===== src/rtl/sp_pkg.sv =====
// Shared types and constants for the simple processor.
// Holds widths, the memory-port arbiter states and its requester ids.
package sp_pkg;

  localparam int ADDR_WIDTH           = 16;
  localparam int DATA_WIDTH           = 16;
  localparam int ARB_MAX_WAIT_DEFAULT = 15;

  typedef enum logic [1:0] {
    ARB_IDLE,
    ARB_IF,
    ARB_LS
  } arb_state_e;

  typedef enum logic {
    REQ_IF,
    REQ_LS
  } requester_e;

endpackage


===== src/rtl/arb_wait_timer.sv =====
// Counts grant-state cycles without a memory ack.
// Flags expiry once the wait limit is reached.
module arb_wait_timer #(
  parameter int MAX_WAIT = 15
) (
  input  logic clk_i,
  input  logic arst_ni,
  input  logic clear,
  input  logic enable,
  output logic expired
);

  localparam int CntW = $clog2(MAX_WAIT + 1);
  localparam logic [CntW-1:0] MaxCnt = CntW'(MAX_WAIT);

  logic [CntW-1:0] r_count;

  // Saturates at the limit so the counter never wraps while an abort is pending.
  always_ff @(posedge clk_i or negedge arst_ni) begin
    if (!arst_ni) begin
      r_count <= '0;
    end else if (clear) begin
      r_count <= '0;
    end else if (enable && (r_count != MaxCnt)) begin
      r_count <= r_count + 1'b1;
    end
  end

  assign expired = (r_count == MaxCnt);

endmodule


===== src/rtl/mem_port_arbiter.sv =====
// Round-robin arbiter between instruction fetch and load/store for the
// single shared memory port, with a wait-limit abort.
module mem_port_arbiter #(
  parameter int ADDR_WIDTH = sp_pkg::ADDR_WIDTH,
  parameter int DATA_WIDTH = sp_pkg::DATA_WIDTH,
  parameter int MAX_WAIT   = sp_pkg::ARB_MAX_WAIT_DEFAULT
) (
  input  logic                  clk_i,
  input  logic                  arst_ni,
  input  logic                  if_req_i,
  input  logic [ADDR_WIDTH-1:0] if_addr_i,
  output logic                  if_ack_o,
  output logic [DATA_WIDTH-1:0] if_rdata_o,
  input  logic                  ls_req_i,
  input  logic                  ls_we_i,
  input  logic [ADDR_WIDTH-1:0] ls_addr_i,
  input  logic [DATA_WIDTH-1:0] ls_wdata_i,
  output logic                  ls_ack_o,
  output logic [DATA_WIDTH-1:0] ls_rdata_o,
  output logic                  mem_req_o,
  output logic                  mem_we_o,
  output logic [ADDR_WIDTH-1:0] mem_addr_o,
  output logic [DATA_WIDTH-1:0] mem_wdata_o,
  input  logic                  mem_ack_i,
  input  logic [DATA_WIDTH-1:0] mem_rdata_i,
  output logic                  grant_o,
  output logic                  timeout_o
);

  import sp_pkg::*;

  arb_state_e            r_state;
  arb_state_e            w_stateNext;
  requester_e            r_lastGrant;
  logic                  r_grant;
  logic [ADDR_WIDTH-1:0] r_addr;
  logic                  r_we;
  logic [DATA_WIDTH-1:0] r_wdata;
  logic                  r_ifAck;
  logic                  r_lsAck;
  logic [DATA_WIDTH-1:0] r_ifRdata;
  logic [DATA_WIDTH-1:0] r_lsRdata;
  logic                  r_timeout;

  logic w_ifReq;
  logic w_lsReq;
  logic w_grantIf;
  logic w_grantLs;
  logic w_done;
  logic w_abort;
  logic w_waitEn;
  logic w_expired;

  always_ff @(posedge clk_i or negedge arst_ni) begin
    if (!arst_ni) begin
      r_state <= ARB_IDLE;
    end else begin
      r_state <= w_stateNext;
    end
  end

  // A requester whose ack is showing this cycle is masked so its held
  // request is not mistaken for a new one.
  always_comb begin
    w_stateNext = r_state;
    w_grantIf   = 1'b0;
    w_grantLs   = 1'b0;
    w_done      = 1'b0;
    w_abort     = 1'b0;
    w_waitEn    = 1'b0;
    w_ifReq     = if_req_i & ~r_ifAck;
    w_lsReq     = ls_req_i & ~r_lsAck;
    case (r_state)
      ARB_IDLE: begin
        if (w_ifReq && w_lsReq) begin
          w_grantIf = (r_lastGrant == REQ_LS);
          w_grantLs = (r_lastGrant == REQ_IF);
        end else begin
          w_grantIf = w_ifReq;
          w_grantLs = w_lsReq;
        end
        if (w_grantIf) begin
          w_stateNext = ARB_IF;
        end else if (w_grantLs) begin
          w_stateNext = ARB_LS;
        end
      end
      ARB_IF, ARB_LS: begin
        w_waitEn = ~mem_ack_i;
        if (mem_ack_i) begin
          w_done      = 1'b1;
          w_stateNext = ARB_IDLE;
        end else if (w_expired) begin
          w_abort     = 1'b1;
          w_stateNext = ARB_IDLE;
        end
      end
      default: w_stateNext = ARB_IDLE;
    endcase
  end

  arb_wait_timer #(
    .MAX_WAIT (MAX_WAIT)
  ) u_waitTimer (
    .clk_i   (clk_i),
    .arst_ni (arst_ni),
    .clear   (w_grantIf | w_grantLs),
    .enable  (w_waitEn),
    .expired (w_expired)
  );

  // Captured request fields, completion pulses and returned data.
  always_ff @(posedge clk_i or negedge arst_ni) begin
    if (!arst_ni) begin
      r_lastGrant <= REQ_LS;
      r_grant     <= 1'b0;
      r_addr      <= '0;
      r_we        <= 1'b0;
      r_wdata     <= '0;
      r_ifAck     <= 1'b0;
      r_lsAck     <= 1'b0;
      r_ifRdata   <= '0;
      r_lsRdata   <= '0;
      r_timeout   <= 1'b0;
    end else begin
      r_ifAck   <= 1'b0;
      r_lsAck   <= 1'b0;
      r_timeout <= 1'b0;
      if (w_grantIf) begin
        r_addr      <= if_addr_i;
        r_we        <= 1'b0;
        r_wdata     <= '0;
        r_lastGrant <= REQ_IF;
        r_grant     <= 1'b0;
      end else if (w_grantLs) begin
        r_addr      <= ls_addr_i;
        r_we        <= ls_we_i;
        r_wdata     <= ls_wdata_i;
        r_lastGrant <= REQ_LS;
        r_grant     <= 1'b1;
      end
      if (w_done) begin
        if (r_state == ARB_IF) begin
          r_ifAck   <= 1'b1;
          r_ifRdata <= mem_rdata_i;
        end else begin
          r_lsAck <= 1'b1;
          if (!r_we) begin
            r_lsRdata <= mem_rdata_i;
          end
        end
      end else if (w_abort) begin
        r_timeout <= 1'b1;
        if (r_state == ARB_IF) begin
          r_ifAck   <= 1'b1;
          r_ifRdata <= '0;
        end else begin
          r_lsAck   <= 1'b1;
          r_lsRdata <= '0;
        end
      end
    end
  end

  assign mem_req_o   = (r_state != ARB_IDLE);
  assign mem_we_o    = r_we;
  assign mem_addr_o  = r_addr;
  assign mem_wdata_o = r_wdata;
  assign if_ack_o    = r_ifAck;
  assign if_rdata_o  = r_ifRdata;
  assign ls_ack_o    = r_lsAck;
  assign ls_rdata_o  = r_lsRdata;
  assign grant_o     = r_grant;
  assign timeout_o   = r_timeout;

endmodule


===== config.mk =====
export PLATFORM = sky130hd
export DESIGN_NAME = mem_port_arbiter
export DESIGN_NICKNAME = d
export VERILOG_FILES = /design/src/rtl/sp_pkg.sv /design/src/rtl/arb_wait_timer.sv /design/src/rtl/mem_port_arbiter.sv
export SDC_FILE = /design/constraint.sdc
export NUM_CORES = 1
export LEC_CHECK = 0
export ABC_AREA = 1
export ABC_CLOCK_PERIOD_IN_PS = 3900
export CELL_PAD_IN_SITES_DETAIL_PLACEMENT = 2
export CELL_PAD_IN_SITES_GLOBAL_PLACEMENT = 2
export CORE_MARGIN = 2
export CORE_UTILIZATION = 25
export CTS_CLUSTER_DIAMETER = 100
export CTS_CLUSTER_SIZE = 28
export DETAILED_ROUTE_END_ITERATION = 8
export PLACE_DENSITY = 0.9
export SETUP_SLACK_MARGIN = 0.02
export SYNTH_ARGS = -nofsm -noshare
export SYNTH_HDL_FRONTEND = slang
export SYNTH_SLANG_ARGS = --single-unit

===== constraint.sdc =====
create_clock -name clk_i -period 3.9 [get_ports clk_i]
set_input_delay 0.39 -clock clk_i [delete_from_list [all_inputs] [get_ports clk_i]]
set_output_delay 0.39 -clock clk_i [all_outputs]
set_load 0.02 [all_outputs]

## Word level (Yosys, flattened, before mapping)

Cells that the tools add are included.

- Register bits: 76
- Input port bits: 70
- Output and inout port bits: 70
- Word-level logic and storage cells: 83

- Mux-type cells: 44
- Add/subtract/negate cells: 1
- Equality and inequality tests: 7
- Bitwise operators: 8
- Reduce and logical (&&, ||, !) cells: 11

Operators with widths:

| cell | number |
|---|---|
| 16-bit 2-to-1 mux | 13 |
| 1-bit 2-to-1 mux | 24 |
| 2-bit 2-to-1 mux | 4 |
| 4-bit 2-to-1 mux | 2 |
| 2-bit nonzero test | 4 |
| 1-bit inverter | 5 |
| 4-bit by 1-bit adder with 4-bit output, second input constant | 1 |
| 4-bit == test, second input constant | 1 |
| 4-bit inequality test, second input constant | 1 |
| 2-bit case mux with 2 select lines | 1 |
| 2-bit AND reduction | 2 |
| 3-bit by 1-bit inequality test with 1-bit output, second input constant | 1 |
| 3-bit by 2-bit inequality test with 1-bit output, second input constant | 1 |
| 3-bit AND reduction | 1 |
| 1-bit AND | 2 |
| 2-bit by 1-bit == test with 1-bit output, second input constant | 1 |
| 2-bit == test, second input constant | 1 |
| 1-bit logical AND | 2 |
| 2-bit zero test | 1 |
| 2-bit inequality test, second input constant | 1 |
| 2-bit OR reduction | 1 |
| 1-bit bitwise OR | 1 |

## Longest topological paths before layout

Gate-level depths: netlist of the first run.

- Depth after elaboration: 8
- Depth in mapped cells: 10

## Modules after synthesis

Synthesis of the first run repeated with hierarchy kept, for this count alone.

- Cells, all modules: 455
- Area total of the unflattened synthesis: 3557.2 sq um

By module, submodules not included:

| module | cells each | area each (sq um) | seq. area each (sq um) | times used |
|---|---|---|---|---|
| mem_port_arbiter | 426 | 3331.9 | 1803.0 | 1 |
| arb_wait_timer | 29 | 225.2 | 100.1 | 1 |

## Worst setup path before layout of the first run

Ideal clock, no wire load.

- Path kind: reg2reg
- Start point: register r_state[0]
- End point: register r_lsRdata[13], in the netlist ls_rdata_o[13]
- Path slack: 2.477 ns
- Period minus slack after synthesis: 1.423 ns
- Arrival time: 1.306 ns
- Stages on the path, launching flop included: 11
- Cells stage by stage: dfrtp_1 inv_1 ha_1 inv_1 nor2_2 nand2_1 nand2_2 nand2_4 buf_6 nand2_1 nand2_1

- Longest elaborated chain between the ends: 5
- Elaborated cells on any way between the ends: 10

RTL lines:

| item | line | source |
|---|---|---|
| start: declaration | mem_port_arbiter.sv:32 | `arb_state_e r_state;` |
| start signal: assignment | mem_port_arbiter.sv:58 | `r_state <= w_stateNext;` |
| 2-bit by 1-bit == test with 1-bit output / 2-bit == test (equally long branches) | mem_port_arbiter.sv:73, mem_port_arbiter.sv:143, mem_port_arbiter.sv:154 |  |
| 2-bit OR reduction | mem_port_arbiter.sv:73 | `case (r_state)` |
| 1-bit 2-to-1 mux | mem_port_arbiter.sv:73 |  |
| 2-bit inequality test (no source line) / 2-bit nonzero test (equally long branches) | n/a |  |
| 3-bit AND reduction (no source line) | n/a |  |
| end signal: assignment | mem_port_arbiter.sv:149 | `r_lsRdata <= mem_rdata_i;` |
| end: declaration | mem_port_arbiter.sv:42 | `logic [DATA_WIDTH-1:0] r_lsRdata;` |

Parallel ways exist; a longest one is shown, timed or not.
A chain may end at the register's enable or synchronous reset.

## Final worst setup path of the first run

- Start point: register r_state[0]
- End point: output mem_req_o

- Longest elaborated chain between the ends: 1

RTL lines:

| item | line | source |
|---|---|---|
| 2-bit nonzero test | mem_port_arbiter.sv:165 | `assign mem_req_o = (r_state != ARB_IDLE);` |
| end: declaration | mem_port_arbiter.sv:20 | `output logic mem_req_o,` |

No other way between the ends.

==> flow_metrics.env, run 1 <==
export IMPL_tritoncts="built"
export IMPL_busiest_layer="met2"
export IMPL_r2r_slack_ns=1.72
export IMPL_synth_top_cell_area_share=0.532
export IMPL_clockBufferDepth=2
export IMPL_worstSkewPairLatency_ns=0.33
export IMPL_cp_end_kind="output port"
export IMPL_start_kind="register"
export IMPL_drc_errors=0
export IMPL_relSlewSlack=0.325
export IMPL_antenna_found_initial=0
export IMPL_max_cap_violations=0
export IMPL_post_cts_setup_buffer_count=0
export IMPL_placed_cell_area_um2=5010
export IMPL_port_buffers=139
export IMPL_start_util=0.255
export IMPL_worstPathCellList="inv_1, ha_1, inv_2, clkdlybuf4s50_1"
export IMPL_setup_violations_final=0
export IMPL_grt_setup_unrepaired="no"
export IMPL_cts_buffers=9
export IMPL_worstPathRequired_ns=3.51
export IMPL_cp_arrival_ns=1.82
export IMPL_synth_nets=478
export IMPL_synthFlopType="dfrtp_1"
export IMPL_critPathTopFamily="buffers and inverters"
export IMPL_async_reset_ff_frac=1.00
export IMPL_areaGrowthSynthToFinish_pct=50.7
export IMPL_via_per_inst=4.76
export IMPL_diodes=0
export IMPL_critPathMaxFanout=4
export IMPL_track_usage=0.176
export IMPL_grtUsageMet2=0.316
export IMPL_tightestPinTransition_ns=1.01
export IMPL_fp_row_count=43
export IMPL_grt_util_met3=0.0627
export IMPL_grt_max_degree=77
export IMPL_drtAntennaViolNets=0
export IMPL_cts_resized=0
export IMPL_min_period_ns=2.21
export IMPL_yosysMostFrequentCell="nand2_1"
export IMPL_first_global_vias=3858
export IMPL_die_w_um=123
export IMPL_drt_iter0_markers=100
export IMPL_hold_path_class="input port to asynchronous set/reset pin"
export IMPL_cts_sinks=76
export IMPL_powerDensity_nw_per_um2=802
export IMPL_grt_first_pass_wirelength_um=20300
export IMPL_setup_worst_path_class="register to output port"
export IMPL_yosys_area_top_type="dfrtp_1"
export IMPL_drt_wirelength_per_cell_um=18.0
export IMPL_multi_input_area_um2=1360
export IMPL_first_pass_iters=4
export IMPL_drive_gt1_frac=0.0812
export IMPL_cts_hold_buffers=0
export IMPL_hold_violations=0
export IMPL_synthCells=405
export IMPL_synth_edff_count=0
export IMPL_synth_area_leaders="dfrtp_1 (53%), nand2_1 (15%), nand3_1 (9.6%)"
export IMPL_gp_congestion=0.733
export IMPL_num_fill_cells=1532
export IMPL_power_mw=4.26
export IMPL_clock_fmax_mhz=452
export IMPL_clock_root_buffer="clkbuf_16"
export IMPL_ys_ff_latch=76
export IMPL_status="finished, final reports clean"
export IMPL_worstReg2RegStart="r_state[1]$_DFFE_PN0P_"
export IMPL_die_height_um=123
export IMPL_core_area_um2=13800
export IMPL_ioPinCount=140
export IMPL_reg2reg_to="ls_rdata_o[6]$_DFFE_PN0P_"
export IMPL_path_clk_slew_ns=0.06
export IMPL_design_area_um2=5320
export IMPL_nets=610
export IMPL_ys_seq_area_frac=0.539
export IMPL_dp_hpwl_um=9200
export IMPL_reg2reg_depth=9
export IMPL_max_stage_delay_ns=0.62
export IMPL_overflow=0
export IMPL_die_area_um2=15100
export IMPL_crit_buf_inv=3
export IMPL_ys_types=25
export IMPL_drv_slew=0
export IMPL_finClkSkew_ns=0.00601
export IMPL_setup_tns_final_ns=0
export IMPL_irDropWorstVdd_uv=287
export IMPL_slowest_stage="clkdlybuf4s50_1"
export IMPL_synth_common_cells="nand2_1 (137), dfrtp_1 (75), nand3_1 (68)"
export IMPL_post_route_period_util=0.567
export IMPL_num_vias=3435
export IMPL_yosys_warnings=0
export IMPL_regArea_um2=1900
export IMPL_holdWs_ns=0.229
export IMPL_use_met1=0.192
export IMPL_ctsHtreeMaxLevel=3
export IMPL_syn_cell_area_um2=3530
export IMPL_leakagePower_nw=2.57
export IMPL_synth_area_per_cell_um2=8.71
export IMPL_routed_wl_um=13000
-- area by class of cell --
| type | count | area share |
|---|---|---|
| sequential | 76 | 0.358 |
| timing repair buffer | 141 | 0.264 |
| multi-input combinational | 276 | 0.255 |
| clock buffer | 12 | 0.0482 |
| tap | 180 | 0.0424 |
| inverter | 33 | 0.0233 |
| clock inverter | 4 | 0.00894 |
-- metrics by stage --
stage          setup slack (ns)  std cells   util
2_1_floorplan              2.48        405      -
3_3_place_gp               1.68        706  0.363
3_5_place_dp               1.58        706  0.363
4_1_cts                    1.66        722  0.384
5_1_grt                    1.49        722  0.384
6_report                   1.69        722  0.384
-- metal layers --
layer  vias to the layer above  share of wire  routed length, µm
met3                        10          0.085               1110
met1                      1743           0.39               5040
li1                       1580              -                  -
met5                         -              0                  0
met4                         0          0.011                143
met2                       102           0.52               6710
-- where the power goes --
part / internal [mW] / switching (mW) / total (mW)
logic: 0.835 / 1.26 / 2.09
registers: 1.12 / 0.209 / 1.33
clock network: 0.528 / 0.317 / 0.845
total: 2.48 / 1.78 / 4.26
-- sequential cells by signal, summed over array words and instances (netlist names) --
register,count
if_rdata_o,16
ls_rdata_o,16
mem_addr_o,16
mem_wdata_o,16
u_waitTimer.r_count,4
r_state,2
grant_o,1
if_ack_o,1
ls_ack_o,1
mem_we_o,1
r_lastGrant,1
timeout_o,1
-- cells in the final DEF (no fill, tap or decap), types with 4 or more instances in the layout --
| master | Yosys | routed |
|---|---|---|
| clkdlybuf4s50_1 | 0 | 138 |
| nand2_1 | 137 | 137 |
| dfrtp_1 | 75 | 75 |
| nand3_1 | 68 | 68 |
| inv_1 | 27 | 27 |
| nand4_1 | 18 | 18 |
| nand3b_1 | 16 | 16 |
| nand2_2 | 12 | 12 |
| clkbuf_16 | 0 | 9 |
| inv_2 | 5 | 5 |
| o21ai_0 | 4 | 4 |
| nor2_1 | 4 | 4 |
-- worst reg2reg max path, delay by kind of cell (launching register included) --
kind,cells,cell delay [ns]
DFF,1,0.38
buffers and inverters,4,0.93
and+or+nand+nor,3,0.41
adders and majority gates,1,0.16
AOI/OAI and AO/OA,1,0.23
-- kinds of logic (layout without fill, tap and decap cells) --
kind of cell	after synthesis	count (layout)	synth area share
buffers and inverters	53	190	0.0762
XOR/XNOR	1	1	0.00248
AND/OR/NAND/NOR	263	263	0.359
AO/OA/AOI/OAI	9	9	0.0128
adder cells (fa/ha/maj)	3	3	0.0106
flip-flops	76	76	0.539
-- worst max path at each step --
stage	end	cells after the start	from	slack (ns)
after detailed placement	mem_we_o$_DFFE_PN0P_	6	if_req_i	1.58
after floorplan	ls_rdata_o[13]$_DFFE_PN0P_	10	r_state[0]$_DFFE_PN0P_	2.48
after CTS	mem_req_o	4	r_state[0]$_DFFE_PN0P_	1.66
after global placement	mem_we_o$_DFFE_PN0P_	6	if_req_i	1.68
after global routing	ls_rdata_o[9]$_DFFE_PN0P_	9	r_state[1]$_DFFE_PN0P_	1.49
final	mem_req_o	4	r_state[0]$_DFFE_PN0P_	1.69
No activity file was read; power rests on OpenSTA's default activity.
==> run 2: changes to the inputs <==
--- a/config.mk
+++ b/config.mk
@@ -6,15 +6,15 @@
 export NUM_CORES = 1
 export LEC_CHECK = 0
 export ABC_AREA = 1
-export ABC_CLOCK_PERIOD_IN_PS = 3900
+export ABC_CLOCK_PERIOD_IN_PS = 2250
 export CELL_PAD_IN_SITES_DETAIL_PLACEMENT = 2
 export CELL_PAD_IN_SITES_GLOBAL_PLACEMENT = 2
 export CORE_MARGIN = 2
-export CORE_UTILIZATION = 25
+export CORE_UTILIZATION = 24
 export CTS_CLUSTER_DIAMETER = 100
 export CTS_CLUSTER_SIZE = 28
 export DETAILED_ROUTE_END_ITERATION = 8
-export PLACE_DENSITY = 0.9
+export PLACE_DENSITY = 0.88
 export SETUP_SLACK_MARGIN = 0.02
 export SYNTH_ARGS = -nofsm -noshare
 export SYNTH_HDL_FRONTEND = slang
==> constraint.sdc (replaced) <==
create_clock -name clk_i -period 2.25 [get_ports clk_i]
set_input_delay 0.225 -clock clk_i [delete_from_list [all_inputs] [get_ports clk_i]]
set_output_delay 0.225 -clock clk_i [all_outputs]
set_load 0.02 [all_outputs]
==> flow_metrics.env, run 2 (synthesis results as in run 1) <==
export IMPL_dp_hpwl_um=9040
export IMPL_ioPinCount=140
export IMPL_die_w_um=125
export IMPL_relSlewSlack=0.324
export IMPL_drtAntennaViolNets=0
export IMPL_start_util=0.245
export IMPL_nets=614
export IMPL_r2r_slack_ns=0.53
export IMPL_areaGrowthSynthToFinish_pct=51.7
export IMPL_tightestPinTransition_ns=1.01
export IMPL_antenna_found_initial=1
export IMPL_hold_path_class="input port to asynchronous set/reset pin"
export IMPL_clock_root_buffer="clkbuf_16"
export IMPL_fp_row_count=44
export IMPL_overflow=0
export IMPL_gp_congestion=0.777
export IMPL_clock_fmax_mhz=497
export IMPL_core_area_um2=14400
export IMPL_maxUsedRoutingLayer="met4"
export IMPL_regArea_um2=1900
export IMPL_via_per_inst=4.65
export IMPL_hold_violations=0
export IMPL_drt_iter0_markers=137
export IMPL_drt_met1_wl_um=5380
export IMPL_first_global_vias=3795
export IMPL_wl_met3_um=1280
export IMPL_layout_common_cells="clkdlybuf4s50_1 (138), nand2_1 (137), dfrtp_1 (75)"
export IMPL_irDropWorstVdd_uv=681
export IMPL_die_area_um2=15700
export IMPL_cts_resized=0
export IMPL_multi_input_area_um2=1360
export IMPL_worstPathRequired_ns=2.03
export IMPL_cts_sinks=76
export IMPL_drive_gt1_frac=0.0861
export IMPL_num_fill_cells=1620
export IMPL_routed_wl_um=12900
export IMPL_met2_wirelength_um=6140
export IMPL_cp_arrival_ns=1.79
export IMPL_port_buffers=139
export IMPL_grt_max_degree=77
export IMPL_min_period_ns=2.01
export IMPL_layout_commonest_cell="clkdlybuf4s50_1"
export IMPL_critPathMaxFanout=4
export IMPL_grt_setup_unrepaired="no"
export IMPL_first_pass_iters=4
export IMPL_cp_end_kind="output port"
export IMPL_setup_violations_final=0
export IMPL_track_usage=0.170
export IMPL_grt_first_pass_wirelength_um=21100
export IMPL_max_cap_violations=0
export IMPL_worstSkewPairLatency_ns=0.34
export IMPL_num_vias=3398
export IMPL_finClkSkew_ns=0.00691
export IMPL_drt_wirelength_per_cell_um=17.7
export IMPL_drc_errors=0
export IMPL_cts_hold_buffers=0
export IMPL_post_route_period_util=0.895
export IMPL_cts_buffers=9
export IMPL_drv_slew=0
export IMPL_status="finished, final reports clean"
export IMPL_powerDensity_nw_per_um2=1380
export IMPL_setup_tns_final_ns=0
export IMPL_start_kind="register"
export IMPL_clockBufferDepth=2
export IMPL_power_mw=7.40
export IMPL_setup_worst_path_class="register to output port"
export IMPL_post_cts_setup_buffer_count=0
export IMPL_path_clk_slew_ns=0.06
export IMPL_leakagePower_nw=2.59
export IMPL_die_height_um=125
export IMPL_tritoncts="built"
export IMPL_ctsHtreeMaxLevel=3
-- run 2: cell types whose count changed in the layout (fill, tap and decap cells not counted), sizes merged --
cell / before / now
buf: 3 / 7
clkbuf: 12 / 16
clkinv: 3 / 1
bufinv: 1 / 0
clkinvlp: 1 / 0
diode: 0 / 1
-- run 2: area by class of cell --
| type | count | share of cell area |
|---|---|---|
| Sequential cell | 76 | 0.356 |
| Multi-Input combinational cell | 276 | 0.253 |
| Timing Repair Buffer | 145 | 0.268 |
| Antenna cell | 1 | 0.000468 |
| Tap cell | 184 | 0.0430 |
| Clock buffer | 16 | 0.0563 |
| Inverter | 33 | 0.0231 |
-- run 2: stage by stage --
step | cell area [µm²] | std cells | util | hold WS [ns] | setup WS, ns
after floorplan | 3530 | 405 | - | -0.0706 | 0.827
after global placement | 5050 | 714 | 0.350 | 0.454 | 0.532
after detailed placement | 5050 | 714 | 0.350 | 0.466 | 0.429
after CTS | 5350 | 730 | 0.371 | 0.0935 | 0.199
after global routing | 5350 | 730 | 0.371 | 0.122 | 0.159
final | 5350 | 731 | 0.371 | 0.0390 | 0.237
-- run 2: per-layer routing --
| layer | global-route usage | up-vias |
|---|---|---|
| met5 | 0 | - |
| met4 | 0.0333 | 0 |
| met3 | 0.0843 | 9 |
| met2 | 0.279 | 115 |
| met1 | 0.202 | 1693 |
| li1 | - | 1581 |
-- run 2: critical path, stage by stage (launching register included) --
cell and delay, ns:
dfrtp_1 0.37, inv_1 0.05, ha_1 0.28, inv_2 0.13, clkdlybuf4s50_1 0.61
-- run 2: report_power, final --
| group | internal, mW | switching (mW) | leakage, nW |
|---|---|---|---|
| sequential | 1.94 | 0.354 | 0.968 |
| combinational | 1.47 | 2.17 | 1.47 |
| clock | 0.900 | 0.564 | 0.149 |
| total | 4.31 | 3.09 | 2.59 |
-- run 2: path summary, 6_finish.rpt --
kind                                            from                    endpoint  cells past startpoint
min in group clk_i                     ls_wdata_i[6]  mem_wdata_o[6]$_DFFE_PN0P_                      3
min reg2reg                ls_rdata_o[7]$_DFFE_PN0P_   ls_rdata_o[7]$_DFFE_PN0P_                      2
max reg2reg                   r_state[1]$_DFFE_PN0P_   if_rdata_o[5]$_DFFE_PN0P_                      6
max                           r_state[0]$_DFFE_PN0P_                   mem_req_o                      4
min                                          arst_ni   if_rdata_o[2]$_DFFE_PN0P_                      1
max in group asynchronous                    arst_ni  mem_wdata_o[6]$_DFFE_PN0P_                      1
==> run 3: changes to the inputs <==
--- a/config.mk
+++ b/config.mk
@@ -7,14 +7,14 @@
 export LEC_CHECK = 0
 export ABC_AREA = 1
 export ABC_CLOCK_PERIOD_IN_PS = 2250
-export CELL_PAD_IN_SITES_DETAIL_PLACEMENT = 2
-export CELL_PAD_IN_SITES_GLOBAL_PLACEMENT = 2
+export CELL_PAD_IN_SITES_DETAIL_PLACEMENT = 1
+export CELL_PAD_IN_SITES_GLOBAL_PLACEMENT = 1
 export CORE_MARGIN = 2
-export CORE_UTILIZATION = 24
+export CORE_UTILIZATION = 25
 export CTS_CLUSTER_DIAMETER = 100
 export CTS_CLUSTER_SIZE = 28
 export DETAILED_ROUTE_END_ITERATION = 8
-export PLACE_DENSITY = 0.88
+export PLACE_DENSITY = 0.75
 export SETUP_SLACK_MARGIN = 0.02
 export SYNTH_ARGS = -nofsm -noshare
 export SYNTH_HDL_FRONTEND = slang
==> flow_metrics.env, run 3 (synthesis results as in run 1) <==
export IMPL_status="finished, final reports clean"
export IMPL_cp_arrival_ns=1.79
export IMPL_internal_power_mw=4.40
export IMPL_utilization=0.390
export IMPL_first_pass_iters=4
export IMPL_drive_gt1_frac=0.0874
export IMPL_drt_iter0_markers=160
export IMPL_die_height_um=123
export IMPL_cts_sinks=76
export IMPL_port_buffers=139
export IMPL_worstPathRequired_ns=2.03
export IMPL_cts_resized=0
export IMPL_start_util=0.255
export IMPL_placed_cell_area_um2=5070
export IMPL_antenna_found_initial=0
export IMPL_clock_root_buffer="clkbuf_16"
export IMPL_gp_congestion=0.842
export IMPL_p_sw_frac=0.403
export IMPL_cts_buffers=9
export IMPL_die_area_um2=15100
export IMPL_dp_hpwl_um=8230
export IMPL_clkPwrFrac=0.206
export IMPL_path_clk_slew_ns=0.06
export IMPL_diodes=0
export IMPL_tightestPinTransition_ns=0.486
export IMPL_worstSkewPairLatency_ns=0.33
export IMPL_cp_end_kind="output port"
export IMPL_place_inst=712
export IMPL_clockBufferDepth=2
export IMPL_powerDensity_nw_per_um2=1370
export IMPL_grt_setup_unrepaired="no"
export IMPL_design_area_um2=5390
export IMPL_setup_worst_path_class="register to output port"
export IMPL_clock_fmax_mhz=497
export IMPL_die_w_um=123
export IMPL_ctsHtreeMaxLevel=3
export IMPL_core_area_um2=13800
export IMPL_num_fill_cells=1602
export IMPL_drt_wirelength_per_cell_um=15.5
export IMPL_num_vias=3309
export IMPL_seq_power_share=0.311
export IMPL_layout_common_cells="clkdlybuf4s50_1 (138), nand2_1 (137), dfrtp_1 (75)"
export IMPL_ioPinCount=140
export IMPL_via_per_inst=4.54
export IMPL_routed_wl_um=11300
export IMPL_crit_buf_inv=3
export IMPL_layout_commonest_cell="clkdlybuf4s50_1"
export IMPL_setup_tns_final_ns=0
export IMPL_leakagePower_nw=2.61
export IMPL_drtAntennaViolNets=0
export IMPL_hold_path_class="input port to asynchronous set/reset pin"
export IMPL_finClkSkew_ns=0.00659
export IMPL_pwr_share_comb=0.484
export IMPL_slowest_stage="clkdlybuf4s50_1"
export IMPL_tritoncts="built"
export IMPL_hold_violations=0
export IMPL_post_route_period_util=0.894
export IMPL_max_stage_delay_ns=0.62
export IMPL_drc_errors=0
export IMPL_multi_input_area_um2=1360
export IMPL_drv_slew=0
export IMPL_track_usage=0.157
export IMPL_overflow=0
export IMPL_worstPathCellList="inv_1, ha_1, inv_2, clkdlybuf4s50_1"
export IMPL_areaGrowthSynthToFinish_pct=52.8
export IMPL_critPathMaxFanout=4
export IMPL_relSlewSlack=0.676
export IMPL_regArea_um2=1900
export IMPL_grt_first_pass_wirelength_um=18500
export IMPL_fp_row_count=43
export IMPL_layoutNonFillerInstCount=729
export IMPL_first_global_vias=3647
export IMPL_grt_max_degree=42
export IMPL_power_switching_mw=2.97
export IMPL_irDropWorstVdd_uv=528
export IMPL_min_period_ns=2.01
export IMPL_setup_violations_final=0
export IMPL_nets=617
export IMPL_max_cap_violations=0
export IMPL_start_kind="register"
export IMPL_critPathTopFamily="buffers and inverters"
==> run 3: cell types whose count changed in the layout (fill, tap and decap cells not counted), sizes merged <==
cell / previous run / this run
bufinv: 0 / 2
clkbuf: 16 / 12
diode: 1 / 0
dlygate4sd3: 0 / 1
clkinv: 1 / 3
buf: 7 / 9
==> run 3: worst paths after layout <==
| check | start | to | slack, ns | cells after the start |
|---|---|---|---|---|
| setup / recovery | r_state[0]$_DFFE_PN0P_ | mem_req_o | 0.24 | 4 |
| hold / removal | arst_ni | mem_addr_o[9]$_DFFE_PN0P_ | 0.40 | 2 |
| setup reg to reg | r_state[0]$_DFFE_PN0P_ | ls_rdata_o[9]$_DFFE_PN0P_ | 0.55 | 9 |
| hold reg to reg | ls_rdata_o[7]$_DFFE_PN0P_ | ls_rdata_o[7]$_DFFE_PN0P_ | 0.48 | 2 |
| max in group asynchronous | arst_ni | ls_rdata_o[12]$_DFFE_PN0P_ | 1.23 | 3 |
| min in group clk_i | ls_wdata_i[6] | mem_wdata_o[6]$_DFFE_PN0P_ | 0.46 | 3 |
==> run 3: layout make-up <==
cell class	instances	share of cell area
Sequential cell	76	0.353
Multi-Input combinational cell	276	0.252
Clock buffer	12	0.0439
Clock inverter	4	0.0137
Timing Repair Buffer	148	0.273
Inverter	33	0.0230
Tap cell	180	0.0418
==> run 3: metal layers <==
layer  global-route usage  share of wire  vias up  wire length (µm)
li1                     -              -     1593                 -
met1                0.186           0.42     1605              4700
met2                0.278           0.51      104              5700
met3               0.0441          0.072        7               806
met4               0.0381         0.0059        0                67
met5                    0              0        -                 0
==> run 3: per-stage QoR <==
stage          hold slack, ns  power, mW  worst slack [ns]
3_3_place_gp            0.217       5.81             0.574
5_1_grt                 0.453       7.91             0.155
4_1_cts                 0.420       7.50             0.224
6_report                0.395       7.37             0.237
2_1_floorplan         -0.0706       4.30             0.827
3_5_place_dp            0.222       5.92             0.479
==> run 3: repair_timing <==
| action | 4_1_cts | 5_1_grt |
|---|---|---|
| setup endpoints to repair | 0 | 0 |
| hold endpoints to repair | 34 | 0 |
| hold buffers | 1 | 0 |
| buffers inserted | 0 | 0 |
==> run 3: power by group through the flow <==
stage                     clock network, mW  registers, mW  logic, mW
after floorplan                           0           2.89       1.41
after global placement                    0           2.30       3.51
after detailed placement                  0           2.31       3.61
after CTS                              1.57           2.30       3.63
after global routing                   1.62           2.37       3.92
final                                  1.52           2.29       3.56
